--- src/rtl/video_timing_gen.sv ---
// Raster timing generator: free-running h/v counters, a fetch stage that
// issues framebuffer coordinates, and an output stage that drives de, the
// syncs and the frame/line start pulses one cycle after the fetch.
module video_timing_gen #(
   parameter int H_ACTIVE = 640,
   parameter int H_FP     = 16,
   parameter int H_SYNC   = 96,
   parameter int H_BP     = 48,
   parameter int V_ACTIVE = 480,
   parameter int V_FP     = 10,
   parameter int V_SYNC   = 2,
   parameter int V_BP     = 33,
   parameter int SYNC_POL = 0
) (
   input  logic       clk,
   input  logic       rst_n,
   input  logic       pll_lock,
   output logic       fetch_en,
   output logic [9:0] fetch_x,
   output logic [9:0] fetch_y,
   output logic       hsync,
   output logic       vsync,
   output logic       de,
   output logic       frame_start,
   output logic       line_start
);

   localparam int H_TOTAL = H_ACTIVE + H_FP + H_SYNC + H_BP;
   localparam int V_TOTAL = V_ACTIVE + V_FP + V_SYNC + V_BP;

   localparam logic [9:0] H_LAST   = 10'(H_TOTAL - 1);
   localparam logic [9:0] V_LAST   = 10'(V_TOTAL - 1);
   localparam logic [9:0] H_VIS    = 10'(H_ACTIVE);
   localparam logic [9:0] V_VIS    = 10'(V_ACTIVE);
   localparam logic [9:0] HS_BEGIN = 10'(H_ACTIVE + H_FP);
   localparam logic [9:0] HS_END   = 10'(H_ACTIVE + H_FP + H_SYNC);
   localparam logic [9:0] VS_BEGIN = 10'(V_ACTIVE + V_FP);
   localparam logic [9:0] VS_END   = 10'(V_ACTIVE + V_FP + V_SYNC);

   localparam logic SYNC_ACT  = 1'(SYNC_POL);
   localparam logic SYNC_IDLE = ~SYNC_ACT;

   logic [9:0] h_cnt;
   logic [9:0] v_cnt;
   logic       active;
   logic       hs_act;
   logic       vs_act;
   logic       s1_hs;
   logic       s1_vs;

   // Region decodes from the current raster position
   always_comb begin
      active = (h_cnt < H_VIS) && (v_cnt < V_VIS);
      hs_act = (h_cnt >= HS_BEGIN) && (h_cnt < HS_END);
      vs_act = (v_cnt >= VS_BEGIN) && (v_cnt < VS_END);
   end

   // Raster counters; held at the origin while the pixel PLL is unlocked
   always_ff @(posedge clk or negedge rst_n) begin
      if (!rst_n) begin
         h_cnt <= '0;
         v_cnt <= '0;
      end else if (!pll_lock) begin
         h_cnt <= '0;
         v_cnt <= '0;
      end else if (h_cnt == H_LAST) begin
         h_cnt <= '0;
         v_cnt <= (v_cnt == V_LAST) ? '0 : v_cnt + 10'd1;
      end else begin
         h_cnt <= h_cnt + 10'd1;
      end
   end

   // Fetch stage: coordinates for the framebuffer plus delayed sync decodes
   always_ff @(posedge clk or negedge rst_n) begin
      if (!rst_n) begin
         fetch_en <= 1'b0;
         fetch_x  <= '0;
         fetch_y  <= '0;
         s1_hs    <= 1'b0;
         s1_vs    <= 1'b0;
      end else if (!pll_lock) begin
         fetch_en <= 1'b0;
         fetch_x  <= '0;
         fetch_y  <= '0;
         s1_hs    <= 1'b0;
         s1_vs    <= 1'b0;
      end else begin
         fetch_en <= active;
         fetch_x  <= active ? h_cnt : '0;
         fetch_y  <= active ? v_cnt : '0;
         s1_hs    <= hs_act;
         s1_vs    <= vs_act;
      end
   end

   // Output stage: aligned with 1-cycle framebuffer read data
   always_ff @(posedge clk or negedge rst_n) begin
      if (!rst_n) begin
         de          <= 1'b0;
         hsync       <= SYNC_IDLE;
         vsync       <= SYNC_IDLE;
         frame_start <= 1'b0;
         line_start  <= 1'b0;
      end else if (!pll_lock) begin
         de          <= 1'b0;
         hsync       <= SYNC_IDLE;
         vsync       <= SYNC_IDLE;
         frame_start <= 1'b0;
         line_start  <= 1'b0;
      end else begin
         de          <= fetch_en;
         hsync       <= s1_hs ? SYNC_ACT : SYNC_IDLE;
         vsync       <= s1_vs ? SYNC_ACT : SYNC_IDLE;
         frame_start <= fetch_en && (fetch_x == '0) && (fetch_y == '0);
         line_start  <= fetch_en && (fetch_x == '0);
      end
   end

endmodule

--- config.mk ---
export PLATFORM = sky130hd
export DESIGN_NAME = video_timing_gen
export DESIGN_NICKNAME = d
export VERILOG_FILES = /design/src/rtl/video_timing_gen.sv
export SDC_FILE = /design/constraint.sdc
export NUM_CORES = 1
export LEC_CHECK = 0
export CORE_MARGIN = 1
export CORE_UTILIZATION = 57
export CTS_CLUSTER_DIAMETER = 150
export CTS_CLUSTER_SIZE = 24
export DETAILED_ROUTE_END_ITERATION = 8
export PLACE_DENSITY = 0.83
export REMOVE_ABC_BUFFERS = 1
export SLEW_MARGIN = 25
export SYNTH_ARGS = -nofsm -noshare
export SYNTH_HDL_FRONTEND = slang
export SYNTH_SLANG_ARGS = --single-unit
--- constraint.sdc ---
create_clock -name clk -period 4.9 [get_ports clk]
set_clock_uncertainty 0.1 [all_clocks]
set_input_delay 0.98 -clock clk [delete_from_list [all_inputs] [get_ports clk]]
set_output_delay 0.98 -clock clk [all_outputs]
set_load 0.03 [all_outputs]
==> results.sh <==
export IMPL_p_leak_nw=1.08
export IMPL_final_cells=256
export IMPL_cts_post_setup_buffers_inserted=0
export IMPL_grt_util_all_layers_pct=22.6
export IMPL_antenna_found_initial=0
export IMPL_clk_path_buf_depth=2
export IMPL_cts_sinks=48
export IMPL_rsz0062_at_grt="false"
export IMPL_grt_pass1_vias=1429
export IMPL_arrival_ns=1.55
export IMPL_cts_tree="yes"
export IMPL_power_density_nw_per_um2=263
export IMPL_ios=29
export IMPL_cts_buffers=5
export IMPL_async_reset_ff_share_pct=100
export IMPL_core_um2=3420
export IMPL_port_buffers=28
export IMPL_die_w_um=62.3
export IMPL_nets=216
export IMPL_wl_per_cell_um=15.1
export IMPL_drc=0
export IMPL_synth_area_um2=2070
export IMPL_status="complete, no violations"
export IMPL_drive_gt1_share_pct=10.5
export IMPL_drtIter0Drc=66
export IMPL_max_slew_margin_pct=31.6
export IMPL_finalSetupViolations=0
export IMPL_fill_cells=242
export IMPL_cp_required_ns=3.82
export IMPL_setup_tns_final_ns=0
export IMPL_synth_edff_count=0
export IMPL_area_delta_synth_final_pct=17.5
export IMPL_max_freq_ghz=0.381
export IMPL_avgSynthCellArea_um2=11.4
export IMPL_hold_path_class="reg -> reg"
export IMPL_worstSetupEndpointType="output port"
export IMPL_start_kind="register"
export IMPL_h_tree_depth=2
export IMPL_avgViaCountPerCell=5.77
export IMPL_final_common_cell="dfrtp_1"
export IMPL_max_stage_delay_ns=0.65
export IMPL_synth_distinct_cells=42
export IMPL_ctsHoldBuffers=0
export IMPL_dp_hpwl_um=2790
export IMPL_firstDrtPassIters=4
export IMPL_start_util_pct=60.7
export IMPL_ys_seq_elements=48
export IMPL_crit_buf_inv=1
export IMPL_wirelength_um=3870
export IMPL_syn_inst=182
export IMPL_synth_flop_cell="dfrtp_1"
export IMPL_crit_type="reg -> out"
export IMPL_tightest_slew_ns=1.01
export IMPL_ctsResizeCount=0
export IMPL_cts_root_buffer="clkbuf_4"
export IMPL_power_total_mw=0.640
export IMPL_final_max_slew_viol_count=0
export IMPL_grt_start_max_net_pins=49
export IMPL_fp_dieH_um=62.3
export IMPL_ant_nets=0
export IMPL_grt_pass1_wl_um=6760
export IMPL_crit_chain="clkdlybuf4s50_1"
export IMPL_final_cell_mix="dfrtp_1 (46), clkdlybuf4s50_1 (27), and2_1 (23)"
export IMPL_path_max_fanout=1
export IMPL_finalHoldViolations=0
export IMPL_grt_overflow_total=0
export IMPL_ir_worst_vdd_uv=169
export IMPL_finalCritPeriodShare_pct=53.6
export IMPL_crit_family="buffers and inverters"
export IMPL_seq_area_frac_synth_pct=58.1
export IMPL_vias=1477
export IMPL_gp_congestion=0.862
export IMPL_final_min_clock_period_ns=2.63
export IMPL_clkLatencyLatePin_ns=0.36
export IMPL_crit_slowest_cell="clkdlybuf4s50_1"
export IMPL_ys_warn_count=0
export IMPL_antenna_cells=0
export IMPL_clkSlewWorstSetupHoldPaths_ns=0.13
export IMPL_dp_cells=248
export IMPL_drv_cap=0
export IMPL_die_area_um2=3880
export IMPL_rows=21
-- per-layer routing --
metal	GRT usage, %	wire [um]	up-vias
met5	0	0	-
met4	8.43	80	0
met3	5.51	205	9
met2	36.7	1860	58
met1	29.5	1720	712
li1	-	-	698
-- sequential cells by signal, indices dropped and copies added (netlist names), 10 cells and up --
name	cells
fetch_x	10
fetch_y	10
h_cnt	10
v_cnt	10
-- logic make-up (layout without fill, tap and decap cells) --
family,Yosys count,in the layout,share of synthesized area [%]
AOI/OAI and AO/OA,25,25,9.12
DFF,48,48,58.1
and+or+nand+nor,82,82,23.4
xor gates and xnor gates,6,6,2.54
buffers and inverters,14,42,3.20
other,1,1,0.181
muxes,2,2,1.09
adders and majority gates,4,4,2.42
-- final timing paths --
path	start	depth (start not counted)	end	slack, ns
min	s1_vs$_DFF_PN0_	1	vsync$_DFF_PN1_	0.29
max in group asynchronous	rst_n	1	fetch_x[9]$_DFF_PN0_	3.81
min reg2reg	s1_vs$_DFF_PN0_	1	vsync$_DFF_PN1_	0.29
max reg2reg	v_cnt[1]$_DFFE_PN0P_	6	v_cnt[5]$_DFFE_PN0P_	2.40
min in group asynchronous	rst_n	1	fetch_x[2]$_DFF_PN0_	0.50
max	vsync$_DFF_PN1_	1	vsync	2.27
-- metrics by stage --
stage	hold slack [ns]	util [%]	area, um^2	setup WS (ns)
floorplan	0.252	-	2030	2.72
global placement	0.267	69.1	2360	2.12
detailed placement	0.267	69.3	2370	2.09
CTS	0.287	71.2	2430	2.26
global route	0.303	71.3	2430	2.21
finish	0.289	71.3	2430	2.27
-- where the power goes --
part	total (mW)	internal, mW	switching (mW)
Sequential	0.406	0.402	0.00473
Combinational	0.0404	0.0131	0.0273
Clock	0.193	0.0698	0.123
Total	0.640	0.484	0.155
-- final cells by class --
class                      instances  area, um^2  area share [%]
timing repair buffer              28         278            11.4
clock inverter                     2        15.0           0.617
inverter                           6        22.5           0.925
clock buffer                       6        51.3            2.11
multi-input combinational        120         807            33.1
sequential                        48        1200            49.4
tap                               46        57.6            2.36
-- cells in the mapped netlist (3+ instances only) --
library cell | count | area share [%]
xor2_1 | 3 | 1.3
nor3_1 | 8 | 1.9
nor4_1 | 4 | 1.2
dfrtp_1 | 46 | 56
clkbuf_1 | 3 | 0.54
buf_4 | 3 | 1.1
inv_1 | 6 | 1.1
o31ai_1 | 3 | 1.1
xnor2_1 | 3 | 1.3
a22o_1 | 6 | 2.5
nand3_1 | 8 | 1.9
o21ai_0 | 7 | 1.7
nand2_1 | 8 | 1.4
ha_1 | 4 | 2.4
and2_1 | 23 | 6.9
nor2_1 | 11 | 2.0
(Power assumes the default switching activity.)
